[src/rtl/reg_bank_pkg.sv]
// reg_bank_pkg: shared operation encodings for the register bank and its ALU.
package reg_bank_pkg;

    typedef logic [1:0] op_t;

    localparam op_t OP_LOAD = 2'b00;
    localparam op_t OP_ADD  = 2'b01;
    localparam op_t OP_SUB  = 2'b10;
    localparam op_t OP_SHL  = 2'b11;

endpackage

[src/rtl/reg_bank_alu.sv]
// reg_bank_alu: combinational in-place operation applied to one register.
// Produces the new register value plus carry / signed-overflow / zero flags.
// SUB reports carry=1 when a borrow occurred (inverted adder carry-out).
module reg_bank_alu
    import reg_bank_pkg::*;
#(
    parameter int WIDTH = 8
) (
    input  logic [WIDTH-1:0] operand_i,
    input  logic [WIDTH-1:0] wdata_i,
    input  op_t              op_i,
    output logic [WIDTH-1:0] result_o,
    output logic             carry_o,
    output logic             overflow_o,
    output logic             zero_o
);

    logic [WIDTH:0] sum;
    logic [WIDTH:0] dif;
    logic           sum_cin_msb;
    logic           dif_cin_msb;

    // Select the operation result and derive carry and signed overflow.
    always_comb begin
        sum         = {1'b0, operand_i} + {1'b0, wdata_i};
        dif         = {1'b0, operand_i} + {1'b0, ~wdata_i} + {{WIDTH{1'b0}}, 1'b1};
        // Carry into the MSB recovered from the MSB sum bit and its two inputs.
        sum_cin_msb = sum[WIDTH-1] ^ operand_i[WIDTH-1] ^ wdata_i[WIDTH-1];
        dif_cin_msb = dif[WIDTH-1] ^ operand_i[WIDTH-1] ^ ~wdata_i[WIDTH-1];
        result_o    = operand_i;
        carry_o     = 1'b0;
        overflow_o  = 1'b0;
        case (op_i)
            OP_LOAD: begin
                result_o = wdata_i;
            end
            OP_ADD: begin
                result_o   = sum[WIDTH-1:0];
                carry_o    = sum[WIDTH];
                overflow_o = sum[WIDTH] ^ sum_cin_msb;
            end
            OP_SUB: begin
                result_o   = dif[WIDTH-1:0];
                carry_o    = ~dif[WIDTH];
                overflow_o = dif[WIDTH] ^ dif_cin_msb;
            end
            default: begin
                result_o = {operand_i[WIDTH-2:0], wdata_i[0]};
                carry_o  = operand_i[WIDTH-1];
            end
        endcase
    end

    assign zero_o = (result_o == '0);

endmodule

[src/rtl/reg_bank.sv]
// reg_bank: DEPTH x WIDTH register bank with one read-modify-write port
// (LOAD/ADD/SUB/SHL), two combinational read ports and registered flags.
// Optional macro REG_BANK_BYPASS_EN forwards the in-flight write result to a
// read port addressing the register being written in the same cycle.
module reg_bank
    import reg_bank_pkg::*;
#(
    parameter  int WIDTH = 8,
    parameter  int DEPTH = 4,
    localparam int AW    = $clog2(DEPTH)
) (
    input  logic             Clock,
    input  logic             Reset,
    input  logic             we,
    input  op_t              op,
    input  logic [AW-1:0]    waddr,
    input  logic [WIDTH-1:0] wdata,
    input  logic [AW-1:0]    raddr_a,
    input  logic [AW-1:0]    raddr_b,
    output logic [WIDTH-1:0] rdata_a,
    output logic [WIDTH-1:0] rdata_b,
    output logic             carry,
    output logic             overflow,
    output logic             zero
);

    logic [WIDTH-1:0] regs_q [DEPTH];
    logic [WIDTH-1:0] regs_d [DEPTH];
    logic             carry_q, carry_d;
    logic             overflow_q, overflow_d;
    logic             zero_q, zero_d;

    logic [WIDTH-1:0] operand;
    logic             wr_hit;
    logic             wr_en;
    logic [WIDTH-1:0] alu_res;
    logic             alu_c, alu_v, alu_z;

    // Fetch the addressed register; an address past DEPTH never hits.
    always_comb begin
        operand = '0;
        wr_hit  = 1'b0;
        for (int i = 0; i < DEPTH; i++) begin
            if (waddr == AW'(i)) begin
                operand = regs_q[i];
                wr_hit  = 1'b1;
            end
        end
    end

    assign wr_en = we & wr_hit;

    reg_bank_alu #(.WIDTH(WIDTH)) u_alu (
        .operand_i  (operand),
        .wdata_i    (wdata),
        .op_i       (op),
        .result_o   (alu_res),
        .carry_o    (alu_c),
        .overflow_o (alu_v),
        .zero_o     (alu_z)
    );

    // Next state: only an accepted write touches the target register and flags.
    always_comb begin
        regs_d     = regs_q;
        carry_d    = carry_q;
        overflow_d = overflow_q;
        zero_d     = zero_q;
        if (wr_en) begin
            for (int i = 0; i < DEPTH; i++) begin
                if (waddr == AW'(i)) regs_d[i] = alu_res;
            end
            carry_d    = alu_c;
            overflow_d = alu_v;
            zero_d     = alu_z;
        end
    end

    // State registers; reset clears data and flags and overrides any write.
    always_ff @(posedge Clock) begin
        if (!Reset) begin
            for (int i = 0; i < DEPTH; i++) regs_q[i] <= '0;
            carry_q    <= 1'b0;
            overflow_q <= 1'b0;
            zero_q     <= 1'b0;
        end else begin
            regs_q     <= regs_d;
            carry_q    <= carry_d;
            overflow_q <= overflow_d;
            zero_q     <= zero_d;
        end
    end

    // Read muxes; out-of-range addresses read as zero.
    always_comb begin
        rdata_a = '0;
        rdata_b = '0;
        for (int i = 0; i < DEPTH; i++) begin
            if (raddr_a == AW'(i)) rdata_a = regs_q[i];
            if (raddr_b == AW'(i)) rdata_b = regs_q[i];
        end
`ifdef REG_BANK_BYPASS_EN
        if (Reset && wr_en && (raddr_a == waddr)) rdata_a = alu_res;
        if (Reset && wr_en && (raddr_b == waddr)) rdata_b = alu_res;
`endif
    end

    assign carry    = carry_q;
    assign overflow = overflow_q;
    assign zero     = zero_q;

endmodule
[config.mk]
export PLATFORM = sky130hd
export DESIGN_NAME = reg_bank
export DESIGN_NICKNAME = d
export VERILOG_FILES = /design/src/rtl/reg_bank_pkg.sv /design/src/rtl/reg_bank_alu.sv /design/src/rtl/reg_bank.sv
export SDC_FILE = /design/constraint.sdc
export NUM_CORES = 1
export LEC_CHECK = 0
export ABC_AREA = 1
export CAP_MARGIN = 20
export CORE_MARGIN = 2
export CORE_UTILIZATION = 40
export CTS_BUF_LIST = sky130_fd_sc_hd__clkbuf_16
export CTS_CLUSTER_SIZE = 25
export DETAILED_ROUTE_END_ITERATION = 7
export PLACE_DENSITY = 0.64
export SLEW_MARGIN = 20
export SYNTH_ARGS = -nofsm -noshare
export SYNTH_HDL_FRONTEND = slang
export SYNTH_HIERARCHICAL = 1
export SYNTH_SLANG_ARGS = --single-unit
[constraint.sdc]
create_clock -name Clock -period 3.4 [get_ports Clock]
set_clock_uncertainty 0.2 [all_clocks]
set_input_delay 0.34 -clock Clock [delete_from_list [all_inputs] [get_ports Clock]]
set_output_delay 0.34 -clock Clock [all_outputs]
set_load 0.02 [all_outputs]
==> metrics.md, run 1 <==
| Metric | Value |
|---|---|
| Status | finished, final reports clean |
| Setup Crit Path Kind | input port to register |
| Final hold viol count | 0 |
| Normalized max-slew margin | 0.584 |
| Setup violators final | 0 |
| Mapped cell area | 0.00343 sq mm |
| Ranking of synthesized cells by area | dfxtp_1, nand3_1, nand2_1 |
| Clk buf depth | 2 |
| Netlist cell types | 31 |
| Predominant post-synthesis flop cell | dfxtp_1 |
| Crit-path most repeated cell | nand3_1 |
| Cell taking the most area after synthesis | dfxtp_1 |
| GRT overflow | 0 |
| Initial antenna violation count | 0 |
| GRT Total Usage | 0.224 |
| Mapped Cells | 580 |
| Hold path start | carry |
| Hold Path Cell Cnt | 2 |
| Routed Antenna Nets | 0 |
| Syn_nets | roughly 620 |
| RSZ-0062 raised after global routing | no |
| Seq/Total Area, Yosys | 0.204 |
| Worst reg2reg startpoint | regs_q[16] |
| Buffers added on ports | 37 |
| Nets | 670 |
| CORE AREA | just over 0.008 sq mm |
| Critical Path Fanout Max | 9 |
| Ys async rst share | 0 |
| First-pass GRT wire length | between 15 and 20 mm |
| Crit-path slowest cell | fa_1 |
| Io pins | 38 |
| Die height | 96.6 microns |
| Iter 0 DRT Violations | 243 |
| Met3 WL | a little over 700 microns |
| CP Cell Sequence | dlymetal6s2s_1, inv_2, nand3_1, nand4_1, inv_1, ha_1, inv_1, fa_1, nand3_1, nand3_1, a31oi_1, inv_1, nand2_1, nand3_1, a21oi_2, nor2_1, nor2_1 |
| Synth-to-layout area growth | 21.7% |
| CTS tree | done |
| Reg-to-Reg End | overflow |
| Via-to-Cell Ratio | roughly 5.4 |
| Syn avg cell area | 5.92 sq um |
| Max-cap violations | 0 |
| Yosys warnings | 6 |
| Synth Register Bits | 35 |
| Gpl congestion | 0.888 |
| Die area | 0.00934 sq mm |
| Vias in the first global route | 3694 |
| Highest metal used | met4 |
| Post-synth EDFFs | 0 |
| Die span in x | slightly below 100 microns |
| Met1 Wirelength | roughly 4.7 mm |
| FP Rows | 33 |
| CP Buf/Inv Count | 5 |
| Setup TNS | 0 ps |
| Worst endpoint required time | 3410 ps |
| DR vias | ~4000 |
| Max Freq | between 0.3 and 0.4 GHz |
| WHS Endpoint | carry |
| Top cells by instance count after synthesis | nand2_1, nand3_1, inv_1 |
| Final wirelength | between 10 and 15 mm |
| Worst hold slack | slightly above 300 ps |
| DR WL met2 | 4.85 mm |
| Effective utilization at floorplan | 0.416 |
| Min cycle time layout | about 2800 ps |
| Worst Max-Slew Pin Slew | between 600 and 700 ps |
| Post-route setup slack | between 500 and 600 ps |
| Critical Path Max Stage Delay | around 400 ps |
| Largest net degree at the start of global routing | 36 |
| Router iterations before antenna repair | 5 |
| FF-to-FF path depth | 15 |
| Routed wire length per instance | 14.2 microns |
| DRC Markers | 0 |
| R2r setup slk | about 700 ps |
| Number of buffers created by CTS | 5 |
| Worst-Skew Late Latency | 280 ps |
| Worst IR drop on VDD | 0.000188 V |
| Dpl ws | -47.5 ps |
| Worst EP arrival | approximately 2800 ps |
| DP HPWL | 7.82 mm |
| Worst hold path type | register to register |
| # H-tree levels | 2 |
| # diodes | 0 |
| Max Slew Vio Count | 0 |
| Most instantiated library cell after synthesis | nand2_1 |
| CTS Hold Bufs | 0 |
| Layout cells sized above 1 | 0.124 |
| Critical Path Source Type | input port |
| Crit share post-route | 0.829 |
| Reg clk slew, reported paths | 50 ps |
| CTS Root Cell | clkbuf_16 |
| Cell class contributing the biggest share of worst-path delay | simple AND/OR/NAND/NOR gates |
| Core Util, Final | 0.506 |
| PD cells | about 330 mW/mm^2 |
| P_leak | ~0.0021 uW |
| Clk sinks | 35 |
| Share of the synthesized area in the top cell type | 0.204 |
| Setup crit end kind | register |
cells by family after synthesis:
| family | count (synthesis) | synth area share |
|---|---|---|
| buf+inv | 111 | 0.138 |
| fa+ha+maj | 22 | 0.0845 |
| xor+xnor | 1 | 0.00255 |
| simple gates | 368 | 0.493 |
| flops | 35 | 0.204 |
| compound gates | 43 | 0.0776 |
per-layer routing:
| metal | vias up | global-route usage |
|---|---|---|
| met1 | 1795 | 0.303 |
| met5 | - | 0 |
| met4 | 0 | 0.0769 |
| met2 | 156 | 0.374 |
| met3 | 19 | 0.0173 |
| li1 | 1972 | - |
worst max-delay path by stage:
| stage | start | end | slack, ps | cells past startpoint |
|---|---|---|---|---|
| after floorplan | waddr[0] | zero | 640 | 17 |
| after global placement | waddr[1] | zero | -70 | 17 |
| after detailed placement | waddr[1] | zero | -50 | 17 |
| after CTS | waddr[1] | zero | 230 | 17 |
| after global routing | waddr[1] | regs_q[28] | 320 | 19 |
| final | waddr[1] | overflow | 580 | 17 |
metrics by stage:
| stage | total power, uW | instance area (sq um) | cells |
|---|---|---|---|
| 3_5_place_dp | 942 | 3990 | 723 |
| 6_report | 1370 | 4180 | 734 |
| 4_1_cts | 1370 | 4130 | 730 |
| 2_1_floorplan | 778 | 3430 | 580 |
| 3_3_place_gp | 934 | 3990 | 723 |
| 5_1_grt | 1460 | 4180 | 734 |
tightest hold or removal path: stages (launching register included):
cell and delay [ps]:
dfxtp_1 330, o21ai_1 70, nor2_1 70
registers in the layout, indices dropped and copies added, names as in the netlist:
| register | flops |
|---|---|
| zero | 1 |
| regs_q | 32 |
| carry | 1 |
| overflow | 1 |
power breakdown:
group | leakage (uW) | internal (uW) | switching [uW]
logic | 0.00175 | 189 | 293
clock network | 0.0000671 | 263 | 165
registers | 0.000287 | 434 | 29.9
cell type report:
| cell class | count | area, sq um |
|---|---|---|
| multi-input combinational | 434 | 2260 |
| clock buffer | 5 | 125 |
| tap | 105 | 131 |
| sequential | 35 | 701 |
| inverter | 82 | 308 |
| timing repair buffer | 71 | 647 |
| fill | 861 | 4080 |
| clock inverter | 2 | 8.76 |
cell usage in the layout (no fill, tap or decap), drive strengths merged:
| cell | n |
|---|---|
| nand2 | 137 |
| nand3 | 121 |
| inv | 82 |
| nor2 | 78 |
| dfxtp | 35 |
| clkdlybuf4s50 | 35 |
| buf | 34 |
| nand4 | 29 |
| a21oi | 26 |
| ha | 20 |
| o21ai | 10 |
| clkbuf | 5 |
| or2 | 3 |
| dlymetal6s2s | 2 |
| a31oi | 2 |
| a21boi | 2 |
| fa | 2 |
| clkinv | 2 |
| o221ai | 1 |
| o31ai | 1 |
| o211ai | 1 |
| xnor2 | 1 |
repair_timing:
action / in CTS / in global routing
setup endpoints to repair: 0 / 3
setup buffers: 0 / 4
gates resized for setup: 0 / 4
Power figures use the tool's default switching activity.
==> inputs of run 2 (changes only) <==
==> constraint.sdc (replaced) <==
create_clock -name Clock -period 2.75 [get_ports Clock]
set_clock_uncertainty 0.2 [all_clocks]
set_input_delay 0.275 -clock Clock [delete_from_list [all_inputs] [get_ports Clock]]
set_output_delay 0.275 -clock Clock [all_outputs]
set_load 0.02 [all_outputs]
==> run 2 against run 1 <==
Combinational power rose by 37%. Wire length rose by 3.0%. Count of clock-buffer cells in the layout did not move. Power rose by 36%. Setup slack got worse by 430 ps. Core utilization rose by 3.3 points. Register-to-register slack got worse by 540 ps. Final cell count rose by 3.4%. Clock power rose by 49%. Largest power group unchanged. Highest routed layer unchanged.
==> metrics.md, run 2 (synthesis gave the netlist of run 1 again) <==
| Metric | Value |
|---|---|
| Status | finished, final reports clean |
| Critical Path Max Stage Delay | 370 ps (-40 ps) |
| Met3 WL | 764 microns (+5.5%) |
| Core Util, Final | 0.539 (+0.0330) |
| FF-to-FF path depth | 15 (unchanged) |
| P_leak | 0.00220 uW (+5.0%) |
| CTS Hold Bufs | 0 (unchanged) |
| Worst-Skew Late Latency | 280 ps (about the same) |
| DR vias | 4014 (+1.8%) |
| Nets | 694 (+3.6%) |
| Buffers added on ports | 37 (unchanged) |
| PD cells | 420 mW/mm^2 (+28%) |
| CTS tree | done |
| Number of buffers created by CTS | 5 (unchanged) |
| Largest Register | regs_q |
| GRT overflow | 0 (unchanged) |
| Crit-path slowest cell | fa_2 |
| Min cycle time layout | roughly 2600 ps |
| Gpl congestion | 0.925 (+4.2%) |
| Most frequent cells in the layout | nand2_1, nand3_1, nor2_1 |
| Crit-path most repeated cell | nand3_1 |
| CTS Root Cell | clkbuf_16 |
| Vias in the first global route | 3868 (+4.7%) |
| DR WL met2 | 5.12 mm (+5.4%) |
| # H-tree levels | 2 (unchanged) |
| Reg-to-Reg End | overflow |
| Dpl cells | 742 (+2.6%) |
| Max Slew Vio Count | 0 (unchanged) |
| Max-cap violations | 0 (unchanged) |
| Commonest non-fill, non-tap cell in the layout | nand2_1 |
| Setup crit end kind | register |
| Routed wire length per instance | 14.2 microns (-0.42%) |
| Clk buf depth | 2 (unchanged) |
| CORE AREA | 0.00826 sq mm (unchanged) |
| Initial antenna violation count | 0 (unchanged) |
| FP Rows | 33 (unchanged) |
| Max Freq | around 0.39 GHz |
| WHS Endpoint | carry |
| Normalized max-slew margin | 0.599 (+0.0151) |
| First-pass GRT wire length | 18.0 mm (+2.2%) |
| DP HPWL | 8.00 mm (+2.3%) |
| Highest metal used | met4 |
| Worst IR drop on VDD | 0.000224 V (+19%) |
| CP Buf/Inv Count | 3 (-2) |
| R2r setup slk | 160 ps (-540 ps) |
| DRC Markers | 0 (unchanged) |
| Setup violators final | 0 (unchanged) |
| Final wirelength | 10.7 mm (+3.0%) |
| # diodes | 0 (unchanged) |
| GRT Total Usage | 0.227 (+0.00381) |
| Worst endpoint required time | 2770 ps (-640 ps) |
| CP Cell Sequence | nand3_2, nand4_1, inv_1, ha_2, inv_2, fa_2, nand3_1, nand3_1, a31oi_2, inv_1, nand2_1, nand3_1, a21oi_2, nor2_1, nor2_1 |
| Synth-to-layout area growth | 29.7% |
| Router iterations before antenna repair | 6 (+1) |
| Routed Antenna Nets | 0 (unchanged) |
| Hold path start | carry |
| Hold Path Cell Cnt | 2 (unchanged) |
| Post-Layout Cell Count | 759 (+3.4%) |
| Final hold viol count | 0 (unchanged) |
| Die span in x | 96.6 microns (unchanged) |
| Die height | 96.6 microns (unchanged) |
| Final total power | 1870 uW (+36%) |
| Critical Path Fanout Max | 4 (-5) |
| Reg clk slew, reported paths | 60 ps (about the same) |
| Iter 0 DRT Violations | 243 (unchanged) |
| Critical Path Source Type | register |
| Worst EP arrival | 2610 ps (-220 ps) |
| Io pins | 38 (unchanged) |
| Worst hold path type | register to register |
| Worst Max-Slew Pin Slew | 600 ps (-22.2 ps) |
| Largest net degree at the start of global routing | 36 (unchanged) |
| Max FFs per register | 32 (unchanged) |
| Layout cells sized above 1 | 0.194 (+0.0702) |
| Worst reg2reg startpoint | regs_q[0] |
| Clk sinks | 35 (unchanged) |
| Die area | 0.00934 sq mm (unchanged) |
| Effective utilization at floorplan | 0.416 (unchanged) |
| Crit share post-route | 0.943 |
| Setup Crit Path Kind | register to register |
| Cell class contributing the biggest share of worst-path delay | simple AND/OR/NAND/NOR gates |
| Via-to-Cell Ratio | 5.29 (-1.5%) |
| Met1 Wirelength | 4.76 mm (+2.3%) |
==> run 2: routing by layer <==
layer / GRT usage / up-vias
li1: - / 2022
met1: 0.298 / 1840
met2: 0.396 / 143
met3: 0.0260 / 9
met4: 0.0596 / 0
met5: 0 / -
==> run 2: layout make-up <==
class / instances / area [sq um]
clock buffers: 5 / 125
clock inverters: 3 / 38.8
fillers: 837 / 3810
inverters: 82 / 310
multi-input cells: 434 / 2320
flip-flops and latches: 35 / 716
well taps: 105 / 131
repair buffers: 95 / 813
==> run 2: worst max-delay path by stage <==
stage / start / to / slack, ps / cells after the start
finish: regs_q[0] / overflow / 160 / 15
global placement: waddr[0] / zero / -580 / 18
floorplan: waddr[0] / zero / 50 / 17
detailed placement: waddr[1] / overflow / -650 / 17
CTS: waddr[0] / zero / -10 / 18
global route: regs_q[0] / zero / -20 / 15
==> run 2: power by group <==
group | switching, uW | internal, uW
Clock | 214 | 423
Sequential | 35.6 | 534
Combinational | 382 | 280
Total | 631 | 1240
==> run 2: stage by stage <==
stage | setup WS, ps | hold WS, ps | TNS (ps) | area [sq um]
detailed placement | -652 | 297 | -13030 | 4140
finish | 156 | 308 | 0 | 4450
global placement | -579 | 290 | -11070 | 4140
floorplan | 54.6 | 296 | 0 | 3430
CTS | -11.4 | 312 | -11.4 | 4330
global route | -19.0 | 338 | -23.8 | 4450
==> run 2: repair_timing <==
item	CTS	global route
gates resized for setup	10	35
pin swaps	2	13
setup endpoints to repair	31	28
endpoints found under the hold margin	0	0
setup buffers	2	7
==> run 2: worst reg2reg max path: cells and delay by family (launching register included) <==
kind / cells / cell delay [ps]
DFF: 1 / 360
adders and majority gates: 2 / 540
and+or+nand+nor: 8 / 790
AOI/OAI and AO/OA: 2 / 430
buffers and inverters: 3 / 220
